[src/rtl/fetch_pkg.sv]
// Shared types and constants for the RV32 fetch stage: the queue entry layout
// and the default datapath width the entry is built from.
package fetch_pkg;

    localparam int DEFAULT_XLEN = 32;

    // Word held by an allocated slot until its response arrives.
    localparam logic [31:0] INSTR_NOP = 32'h0000_0013;

    typedef struct packed {
        logic [DEFAULT_XLEN-1:0] pc;
        logic [31:0]             instr;
        logic                    pred_taken;
        logic [DEFAULT_XLEN-1:0] pred_target;
        logic                    filled;
    } fq_entry_t;

endpackage

[src/rtl/fetch_queue.sv]
// Circular fetch buffer: slots are allocated at issue, filled in order as memory
// responses return, and popped from the head by decode. Flush empties it at once.
module fetch_queue
    import fetch_pkg::*;
#(
    parameter  int DEPTH = 4,
    localparam int PW    = $clog2(DEPTH),
    localparam int CW    = PW + 1
) (
    input  logic                    clk,
    input  logic                    rst,
    input  logic                    flush_i,
    input  logic                    alloc_i,
    input  logic [DEFAULT_XLEN-1:0] alloc_pc_i,
    input  logic                    alloc_taken_i,
    input  logic [DEFAULT_XLEN-1:0] alloc_target_i,
    input  logic                    fill_i,
    input  logic [31:0]             fill_instr_i,
    input  logic                    pop_i,
    output fq_entry_t               head_o,
    output logic [CW-1:0]           alloc_cnt_o,
    output logic [CW-1:0]           unfilled_cnt_o
);

    fq_entry_t     slot_q [DEPTH];
    logic [PW-1:0] alloc_ptr_q;
    logic [PW-1:0] fill_ptr_q;
    logic [PW-1:0] pop_ptr_q;
    logic [CW-1:0] alloc_cnt_q,    alloc_cnt_d;
    logic [CW-1:0] unfilled_cnt_q, unfilled_cnt_d;
    logic          fill_fire;

    assign fill_fire = fill_i && (unfilled_cnt_q != '0);

    always_comb begin
        // NOTE: defaults first so every path assigns; otherwise a latch is inferred.
        alloc_cnt_d    = alloc_cnt_q;
        unfilled_cnt_d = unfilled_cnt_q;
        if (flush_i) begin
            alloc_cnt_d    = '0;
            unfilled_cnt_d = '0;
        end else begin
            alloc_cnt_d    = alloc_cnt_q + CW'(alloc_i) - CW'(pop_i);
            unfilled_cnt_d = unfilled_cnt_q + CW'(alloc_i) - CW'(fill_fire);
        end
    end

    // NOTE: sequential state uses non-blocking assignments so every register
    // samples the pre-edge values regardless of statement order.
    always_ff @(posedge clk or negedge rst) begin
        if (!rst) begin
            alloc_ptr_q    <= '0;
            fill_ptr_q     <= '0;
            pop_ptr_q      <= '0;
            alloc_cnt_q    <= '0;
            unfilled_cnt_q <= '0;
        end else if (flush_i) begin
            alloc_ptr_q    <= '0;
            fill_ptr_q     <= '0;
            pop_ptr_q      <= '0;
            alloc_cnt_q    <= '0;
            unfilled_cnt_q <= '0;
        end else begin
            if (alloc_i)   alloc_ptr_q <= alloc_ptr_q + PW'(1);
            if (fill_fire) fill_ptr_q  <= fill_ptr_q + PW'(1);
            if (pop_i)     pop_ptr_q   <= pop_ptr_q + PW'(1);
            alloc_cnt_q    <= alloc_cnt_d;
            unfilled_cnt_q <= unfilled_cnt_d;
        end
    end

    // NOTE: slot payload is not reset; a slot is only read while allocated, and
    // allocation rewrites the whole entry including the filled flag.
    always_ff @(posedge clk) begin
        if (alloc_i && !flush_i) begin
            slot_q[alloc_ptr_q] <= '{pc:          alloc_pc_i,
                                     instr:       INSTR_NOP,
                                     pred_taken:  alloc_taken_i,
                                     pred_target: alloc_target_i,
                                     filled:      1'b0};
        end
        if (fill_fire && !flush_i) begin
            slot_q[fill_ptr_q].instr  <= fill_instr_i;
            slot_q[fill_ptr_q].filled <= 1'b1;
        end
    end

    assign head_o         = slot_q[pop_ptr_q];
    assign alloc_cnt_o    = alloc_cnt_q;
    assign unfilled_cnt_o = unfilled_cnt_q;

    a_no_alloc_when_full: assert property (@(posedge clk) disable iff (!rst)
        alloc_i |-> (alloc_cnt_q != CW'(DEPTH)));

    a_no_pop_when_empty: assert property (@(posedge clk) disable iff (!rst)
        pop_i |-> (alloc_cnt_q != '0));

endmodule

[src/rtl/fetch_unit_q.sv]
// RV32 fetch stage: PC register with redirect/BTB/sequential next-PC mux, credit-
// limited issue to a variable-latency in-order memory, and stale-response dropping.
module fetch_unit_q
    import fetch_pkg::*;
#(
    parameter int              XLEN        = DEFAULT_XLEN,
    parameter logic [XLEN-1:0] RESET_PC    = '0,
    parameter int              FETCH_DEPTH = 4
) (
    input  logic            clk,
    input  logic            rst,
    input  logic            fetch_en,
    input  logic            redirect_valid,
    input  logic [XLEN-1:0] redirect_pc,
    output logic [XLEN-1:0] btb_lookup_pc,
    input  logic            btb_hit,
    input  logic            btb_taken,
    input  logic [XLEN-1:0] btb_target,
    output logic            imem_req_valid,
    input  logic            imem_req_ready,
    output logic [XLEN-1:0] imem_req_addr,
    input  logic            imem_rsp_valid,
    input  logic [31:0]     imem_rsp_data,
    output logic            dec_valid,
    input  logic            dec_ready,
    output logic [31:0]     dec_instr,
    output logic [XLEN-1:0] dec_pc,
    output logic            dec_pred_taken,
    output logic [XLEN-1:0] dec_pred_target
);

    localparam int           CW      = $clog2(FETCH_DEPTH) + 1;
    localparam int           SW      = CW + 1;
    localparam logic [SW-1:0] DEPTH_W = SW'(FETCH_DEPTH);

    logic [XLEN-1:0] pc_q, pc_d;
    logic [CW-1:0]   drop_cnt_q, drop_cnt_d;
    logic [CW-1:0]   alloc_cnt;
    logic [CW-1:0]   unfilled_cnt;
    logic [SW-1:0]   outstanding;
    fq_entry_t       head;
    logic            credit_ok;
    logic            req_fire;
    logic            pred_taken;
    logic [XLEN-1:0] pred_target;
    logic            rsp_drop;
    logic            rsp_fill;
    logic            rsp_consumed;
    logic            pop;
    logic            unused_low_bits;

    assign unused_low_bits = ^{redirect_pc[1:0], btb_target[1:0]};

    // Every accepted request owns either a queue slot or a drop credit until its
    // response returns, so the sum bounds in-flight plus buffered fetches.
    assign outstanding = {1'b0, unfilled_cnt} + {1'b0, drop_cnt_q};
    assign credit_ok   = ({1'b0, alloc_cnt} + {1'b0, drop_cnt_q}) < DEPTH_W;

    assign imem_req_valid = rst && fetch_en && !redirect_valid && credit_ok;
    assign imem_req_addr  = pc_q;
    assign btb_lookup_pc  = pc_q;
    assign req_fire       = imem_req_valid && imem_req_ready;

    assign pred_taken  = btb_hit && btb_taken;
    assign pred_target = pred_taken ? {btb_target[XLEN-1:2], 2'b00} : '0;

    assign rsp_drop     = imem_rsp_valid && (drop_cnt_q != '0);
    assign rsp_fill     = imem_rsp_valid && (drop_cnt_q == '0) && !redirect_valid;
    assign rsp_consumed = imem_rsp_valid && (outstanding != '0);

    always_comb begin
        pc_d = pc_q;
        if (redirect_valid) begin
            pc_d = {redirect_pc[XLEN-1:2], 2'b00};
        end else if (req_fire) begin
            pc_d = pred_taken ? pred_target : pc_q + XLEN'(4);
        end
    end

    always_comb begin
        drop_cnt_d = drop_cnt_q;
        if (redirect_valid) begin
            drop_cnt_d = CW'(outstanding - SW'(rsp_consumed));
        end else if (rsp_drop) begin
            drop_cnt_d = drop_cnt_q - CW'(1);
        end
    end

    always_ff @(posedge clk or negedge rst) begin
        if (!rst) begin
            pc_q       <= {RESET_PC[XLEN-1:2], 2'b00};
            drop_cnt_q <= '0;
        end else begin
            pc_q       <= pc_d;
            drop_cnt_q <= drop_cnt_d;
        end
    end

    fetch_queue #(
        .DEPTH (FETCH_DEPTH)
    ) u_queue (
        .clk            (clk),
        .rst            (rst),
        .flush_i        (redirect_valid),
        .alloc_i        (req_fire),
        .alloc_pc_i     (pc_q),
        .alloc_taken_i  (pred_taken),
        .alloc_target_i (pred_target),
        .fill_i         (rsp_fill),
        .fill_instr_i   (imem_rsp_data),
        .pop_i          (pop),
        .head_o         (head),
        .alloc_cnt_o    (alloc_cnt),
        .unfilled_cnt_o (unfilled_cnt)
    );

    assign dec_valid       = (alloc_cnt != '0) && head.filled && !redirect_valid;
    assign pop             = dec_valid && dec_ready;
    assign dec_instr       = dec_valid ? head.instr       : '0;
    assign dec_pc          = dec_valid ? head.pc          : '0;
    assign dec_pred_taken  = dec_valid && head.pred_taken;
    assign dec_pred_target = dec_valid ? head.pred_target : '0;

    // A response with nothing outstanding is a memory protocol error; it is ignored.
    a_rsp_expected: assert property (@(posedge clk) disable iff (!rst)
        imem_rsp_valid |-> (outstanding != '0));

endmodule

[config.mk]
export PLATFORM = sky130hd
export DESIGN_NAME = fetch_unit_q
export DESIGN_NICKNAME = d
export VERILOG_FILES = /design/src/rtl/fetch_pkg.sv /design/src/rtl/fetch_queue.sv /design/src/rtl/fetch_unit_q.sv
export SDC_FILE = /design/constraint.sdc
export NUM_CORES = 1
export LEC_CHECK = 0
export BUFFER_PORTS_ARGS = -buffer_cell sky130_fd_sc_hd__clkbuf_2
export CAP_MARGIN = 10
export CORE_UTILIZATION = 40
export DETAILED_ROUTE_END_ITERATION = 6
export PLACE_DENSITY = 0.62
export SLEW_MARGIN = 20
export SYNTH_ARGS = -nofsm -noshare
export SYNTH_HDL_FRONTEND = slang
export SYNTH_HIERARCHICAL = 1
export SYNTH_SLANG_ARGS = --single-unit
export TNS_END_PERCENT = 30
[constraint.sdc]
create_clock -name clk -period 5.95 [get_ports clk]
set_input_delay 0.8925 -clock clk [delete_from_list [all_inputs] [get_ports clk]]
set_output_delay 0.8925 -clock clk [all_outputs]
set_load 0.005 [all_outputs]
==> results.ini, run 1 <==
[clocking]
postCtsHoldBufs = 0
cts_tree = built
htreeDepth = 2
path_clk_slew_ns = 0.06
clk_latency_ns = 0.59
root_buffer = clkbuf_16
clockBufferDepth = 3
cts_resized = 0
numCtsBuffers = 47
cts_num_sinks = 437
post_cts_buffers = 0

[route]
vias_per_cell = 5.49
num_vias = 11800
first_iter_violations = 1097
totalWireLength_um = 49500
post_drt_wl_per_cell_um = 23.0
drc = 0
first_pass_iters = 5
drtAntennaViolNets = 0

[logic_synthesis]
yosys_warnings = 6
synthSimpleGateAreaFrac_pct = 12.2
synth_adder_area_share_pct = 1.71
synth_seq_cells = 437
synth_edf_count = 388
synth_top_area_share_pct = 59.3
netlist_area_sq_mm = 0.0196
synth-seq-area-share_pct = 65.5
avgSynthCellArea_sq_um = 15.5
synthFlopType = edfxtp_1
synth-xor-area-share_pct = 0.937
synth_top_family_by_area = simple AND/OR/NAND/NOR gates
synth_async_sr_flop_share_pct = 10.3
ys_types = 65
synth_cells = 1269
synth.area.mux_share_pct = 11.8
synth_compound_area_share_pct = 3.99
yosysTopAreaCell = edfxtp_1
ys_top_cells_by_area = edfxtp_1, mux4_2, dfrtp_1

[min_path]
hp-class = flop to flop
hp-start = u_queue/slot_q[3][0]$_DFF_P_

[die]
die_height_um = 224
io_pins = 268
coreArea_sq_mm = 0.0480
start_util_pct = 40.9
num_rows = 80
fp.dieW_um = 224
die_area_sq_mm = 0.0500

[sta]
slew_viol_final = 0
fmax_ghz = 0.245
clock_skew_ns = 0.0271
rsz0062_at_grt = false
finalSetupViolCount = 0
max_slew_margin_pct = 27.2
tns_ns = 0
whs_ns = 0.454
min_period_ns = 4.09
final_hold_viol_count = 0
tightest_slew_ns = 1.09
timing.final.crit_share_pct = 68.7

[grt]
antenna_found_initial = 11
grt_pass1_vias = 11700
grt_max_degree = 128
grt_pass1_wl_um = 74300
gr-total-overflow = 0
grt_use_total_pct = 19.8

[critical_path]
crit_type = flop to output port
end_kind = output port
start_kind = flop
cp_max_fo = 60
setup.worst_path.start = u_queue/pop_ptr_q[1]$_DFFE_PN0P_
timing.rr.start = drop_cnt_q[1]$_DFFE_PN0P_
worstPathRequired_ns = 5.06
arrival_ns = 3.19

[power]
powerDensity_mw_per_mm2 = 298
intPower_w = 0.00527
comb_power_share_pct = 6.1
ir_drop_mv = 0.249
sequentialPowerShare_pct = 51.4
p_sw_share_pct = 22.8
p_leak_nw = 9.10
power.switching_w = 0.00155
total_power_w = 0.00683
p_clk_share_pct = 42.5

[placed_design]
placedInstanceArea_sq_mm = 0.0213
place_hpwl_um = 29500
portBuffers = 259
globalplace.congestion = 0.803

[job]
maxCapViolations = 0

[finish]
drive_above_1_share_pct = 30.2
area_growth_pct = 16.5
layout.nets = 1630
final_area_sq_mm = 0.0229

[status]
status = finished clean

-- through the flow --
stage	instances	utilization, %	worst slack (ns)
after floorplan	1288	-	2.03
after global placement	2065	44.4	1.91
after detailed placement	2065	44.4	1.90
after CTS	2153	47.6	1.68
after global routing	2155	47.6	1.62
final	2156	47.6	1.86
-- cells in the final DEF, fill, tap and decap left out, types with 4 or more instances in the layout --
cell type / count
nor2_1: 35
clkinv_2: 11
xnor2_1: 13
a22o_1: 5
conb_1: 20
a31oi_1: 6
a211oi_1: 7
ha_1: 22
dfxtp_1: 4
clkbuf_2: 259
o21ai_0: 21
and2_1: 105
nor4_1: 5
inv_1: 20
o221ai_1: 8
buf_4: 23
o211ai_1: 4
bufinv_16: 4
a21oi_2: 4
nand3_1: 12
clkbuf_16: 49
and3b_1: 4
and3_1: 154
a21o_1: 14
a21oi_1: 20
nand2_1: 54
mux4_2: 98
nor3_1: 12
xor2_1: 8
edfxtp_1: 388
clkinv_1: 10
clkbuf_1: 15
nand3b_1: 4
mux2i_1: 9
o22ai_1: 5
nand4_1: 7
dfrtp_1: 43
and4_1: 7
-- sequential cells by signal, summed over array words and instances (netlist names) --
signal                  cells
drop_cnt_q                  3
u_queue/alloc_ptr_q         2
u_queue/unfilled_cnt_o      3
u_queue/pop_ptr_q           2
u_queue/slot_q            392
u_queue/fill_ptr_q          2
u_queue/alloc_cnt_o         3
btb_lookup_pc              30
-- path summary, 6_finish.rpt --
kind                                               endpoint  depth (start not counted)  slack, ns
max                                            dec_instr[2]                          5       1.86
min                            u_queue/slot_q[3][0]$_DFF_P_                          1       0.45
max reg2reg                 u_queue/slot_q[3][37]$_DFFE_PP_                          8       2.41
min reg2reg                    u_queue/slot_q[3][0]$_DFF_P_                          1       0.45
max in group asynchronous  u_queue/pop_ptr_q[1]$_DFFE_PN0P_                          2       4.94
min in group asynchronous     btb_lookup_pc[21]$_DFFE_PN0P_                          2       0.50
-- metal layers --
| metal | part of all wire, % | wire length, um | track usage (%) | up-vias |
|---|---|---|---|---|
| li1 | - | - | - | 5308 |
| met5 | 0.23 | 115 | 0 | - |
| met4 | 2.4 | 1210 | 5.46 | 18 |
| met3 | 7.1 | 3520 | 4.84 | 91 |
| met2 | 47 | 23100 | 30.9 | 398 |
| met1 | 44 | 21500 | 27.8 | 6014 |
-- power groups by stage --
stage          clock [W]  sequential, W  combinational (W)
5_1_grt          0.00307        0.00352           0.000473
4_1_cts          0.00296        0.00351           0.000421
6_report         0.00290        0.00351           0.000418
3_3_place_gp           0        0.00357           0.000411
3_5_place_dp           0        0.00357           0.000419
2_1_floorplan          0        0.00352           0.000291
-- cells by family (layout without fill, tap and decap cells) --
group / Yosys count / after routing
other cells: 1 / 22
mux: 108 / 108
xor+xnor: 21 / 21
flops: 437 / 437
fa+ha+maj: 25 / 25
simple gates: 417 / 417
buf+inv: 146 / 397
compound gates: 114 / 114
-- final cells by class --
cell class                 instances  area (sq um)
multi-input combinational        705          6110
clock buffer                      65          1300
fill                            4162         25200
sequential                       437         12900
inverter                          25          98.8
antenna                            2          5.00
tap                              615           769
clock inverter                    23           225
timing repair buffer             284          1510
-- cell usage after synthesis, types with 3 or more instances --
master and instances:
nor3_1 12, nor4_1 5, nor2_1 35, edfxtp_1 388, nand3b_1 4, buf_2 18
a22o_1 5, mux4_2 98, o21ai_0 21, dfxtp_1 4, fa_1 3, and2_1 105
xnor2_1 13, nand3_1 12, a21oi_1 20, and4_1 7, and3_1 154, xor2_1 8
or3_1 4, dfrtp_1 45, nand2b_1 4, buf_4 36, inv_1 24, o211ai_1 4
ha_1 22, mux2i_1 9, nand4_1 7, nand2_1 54, o221ai_1 8, a31oi_1 6
buf_6 7, and3b_1 4, o22ai_1 5, a21o_1 14, clkbuf_1 57, a21oi_2 4
a211oi_1 7
-- worst max-delay path, cell delays in order, from the launching register on --
cell and delay (ns):
dfrtp_4 0.40, buf_4 0.74, buf_4 0.67, mux4_2 0.45, and2_1 0.16, clkbuf_2 0.10
No activity file was read; power rests on OpenSTA's default activity.
==> run 2: changes to the inputs <==
==> constraint.sdc (replaced) <==
create_clock -name clk -period 3.8 [get_ports clk]
set_input_delay 0.57 -clock clk [delete_from_list [all_inputs] [get_ports clk]]
set_output_delay 0.57 -clock clk [all_outputs]
set_load 0.005 [all_outputs]
==> results.ini, run 2 (synthesis results as in run 1) <==
[clocking]
htreeDepth = 2  ; unchanged
clockBufferDepth = 3  ; unchanged
numCtsBuffers = 47  ; unchanged
path_clk_slew_ns = 0.06  ; about the same
post_cts_buffers = 0  ; unchanged
cts_resized = 0  ; unchanged
postCtsHoldBufs = 0  ; unchanged
cts_tree = built  ; unchanged
cts_num_sinks = 437  ; unchanged
clk_latency_ns = 0.57  ; was 0.59 ns
root_buffer = clkbuf_16  ; unchanged

[placed_design]
globalplace.congestion = 0.808  ; was 0.803
dp.cells = 2068  ; was 2065
place_hpwl_um = 29500  ; about the same
portBuffers = 259  ; unchanged

[critical_path]
start_kind = flop  ; unchanged
setup.worst_path.start = u_queue/pop_ptr_q[0]$_DFFE_PN0P_  ; was u_queue/pop_ptr_q[1]$_DFFE_PN0P_
crit_type = flop to output port  ; unchanged
end_kind = output port  ; unchanged
arrival_ns = 2.70  ; was 3.19 ns
cp_max_fo = 76  ; was 60
timing.rr.start = u_queue/alloc_cnt_o[1]$_DFF_PN0_  ; was drop_cnt_q[1]$_DFFE_PN0P_
worstPathRequired_ns = 3.23  ; was 5.06 ns

[grt]
gr-total-overflow = 0  ; unchanged
use_met3_pct = 4.75  ; was 4.84%
grt_pass1_wl_um = 73400  ; was 74300 um
grt_max_degree = 100  ; was 128
grt_pass1_vias = 11600  ; was 11700
globalRouteMet1Util_pct = 27.8  ; about the same
grt_use_total_pct = 19.7  ; was 19.8%
top_usage_layer = met2  ; unchanged
met2_usage_pct = 30.5  ; was 30.9%
antenna_found_initial = 15  ; was 11

[sta]
fmax_ghz = 0.306
min_period_ns = 3.27
finalSetupViolCount = 0  ; unchanged
timing.final.crit_share_pct = 86.0
clock_skew_ns = 0.0109  ; was 0.0271 ns
rsz0062_at_grt = false  ; unchanged
tns_ns = 0  ; unchanged
final_hold_viol_count = 0  ; unchanged
slew_viol_final = 0  ; unchanged
tightest_slew_ns = 1.07  ; was 1.09 ns
max_slew_margin_pct = 28.4  ; was 27.2%
whs_ns = 0.141  ; was 0.454 ns

[power]
p_sw_share_pct = 22.7  ; was 22.8%
total_power_w = 0.0107  ; was 0.00683 W
intPower_w = 0.00830  ; was 0.00527 W
powerDensity_mw_per_mm2 = 468  ; was 298 mW/mm^2
sequentialPowerShare_pct = 51.1  ; was 51.4%
p_clk_share_pct = 42.7  ; was 42.5%
power.switching_w = 0.00243  ; was 0.00155 W
ir_drop_mv = 0.348  ; was 0.249 mV
comb_power_share_pct = 6.2  ; was 6.1%
p_leak_nw = 9.12  ; was 9.10 nW

[finish]
largest_reg_flops = 392  ; unchanged
final_cell_mix = edfxtp_1, clkbuf_2, and3_1, and2_1, mux4_2  ; unchanged
layout.nets = 1632  ; was 1630
drive_above_1_share_pct = 30.3  ; was 30.2%
area_growth_pct = 16.8  ; was 16.5%
final_cells = 2161  ; was 2156
regMostFlops = u_queue/slot_q  ; unchanged
final_common_cell = edfxtp_1  ; unchanged

[die]
io_pins = 268  ; unchanged
coreArea_sq_mm = 0.0480  ; unchanged
die_area_sq_mm = 0.0500  ; unchanged
die_height_um = 224  ; unchanged
num_rows = 80  ; unchanged
fp.dieW_um = 224  ; unchanged
start_util_pct = 40.9  ; unchanged

[route]
num_vias = 11800  ; about the same
first_pass_iters = 4  ; was 5
drtAntennaViolNets = 0  ; unchanged
post_drt_wl_per_cell_um = 22.9  ; was 23.0 um
vias_per_cell = 5.44  ; was 5.49
drc = 0  ; unchanged
first_iter_violations = 864  ; was 1097
totalWireLength_um = 49400  ; was 49500 um

[min_path]
hp-class = input port to async pin  ; was flop to flop

[status]
status = finished clean  ; unchanged

[job]
maxCapViolations = 0  ; unchanged

run 2: cell types whose count changed in the layout (fill, tap and decap cells not counted):
cell	before	now
inv_8	0	1
bufinv_16	4	5
clkbuf_1	15	12
clkinv_2	11	10
clkinv_4	1	0
clkinv_1	10	12
clkbuf_8	1	0
buf_12	2	3
buf_4	23	24
diode_2	2	7
run 2: through the flow:
stage	util [%]	area (sq um)	worst slack [ns]
detailed placement	44.5	21400	0.778
CTS	47.7	22900	0.466
finish	47.7	22900	0.532
global placement	44.5	21400	0.776
floorplan	-	19700	0.139
global route	47.7	22900	0.403
run 2: worst max-delay path, cell delays in order (launching register included):
cell      delay [ns]
dfrtp_4         0.49
mux4_2          0.38
o311a_4         0.40
buf_12          0.34
and2_1          0.28
clkbuf_2        0.15
run 2: power by group through the flow:
stage / Combinational [W] / Sequential (W) / Clock (W)
after floorplan: 0.000456 / 0.00552 / 0
after global placement: 0.000653 / 0.00558 / 0
after detailed placement: 0.000666 / 0.00559 / 0
after CTS: 0.000670 / 0.00549 / 0.00468
after global routing: 0.000746 / 0.00551 / 0.00485
final: 0.000665 / 0.00549 / 0.00458
run 2: final cells by class:
class                      count  area (sq um)
antenna                        7          17.5
clock buffer                  61          1270
clock inverter                25           260
fill                        4174         25100
inverter                      25          98.8
multi-input combinational    705          6110
sequential                   437         12900
tap                          615           769
timing repair buffer         286          1540
run 2: metal layers:
metal  share of wire, %  up-vias
met3                6.6       89
li1                   -     5326
met4                2.2       16
met2                 47      337
met1                 44     5996
met5               0.21        -
run 2: worst paths after layout:
check	endpoint	slack, ns	cells past startpoint
max	dec_pred_target[7]	0.53	5
min	btb_lookup_pc[3]$_DFFE_PN0P_	0.14	2
max reg2reg	u_queue/slot_q[3][9]$_DFFE_PP_	0.77	7
min reg2reg	u_queue/slot_q[2][0]$_DFF_P_	0.44	2
max in group asynchronous	u_queue/pop_ptr_q[0]$_DFFE_PN0P_	3.19	2
min in group clk	btb_lookup_pc[27]$_DFFE_PN0P_	0.22	3
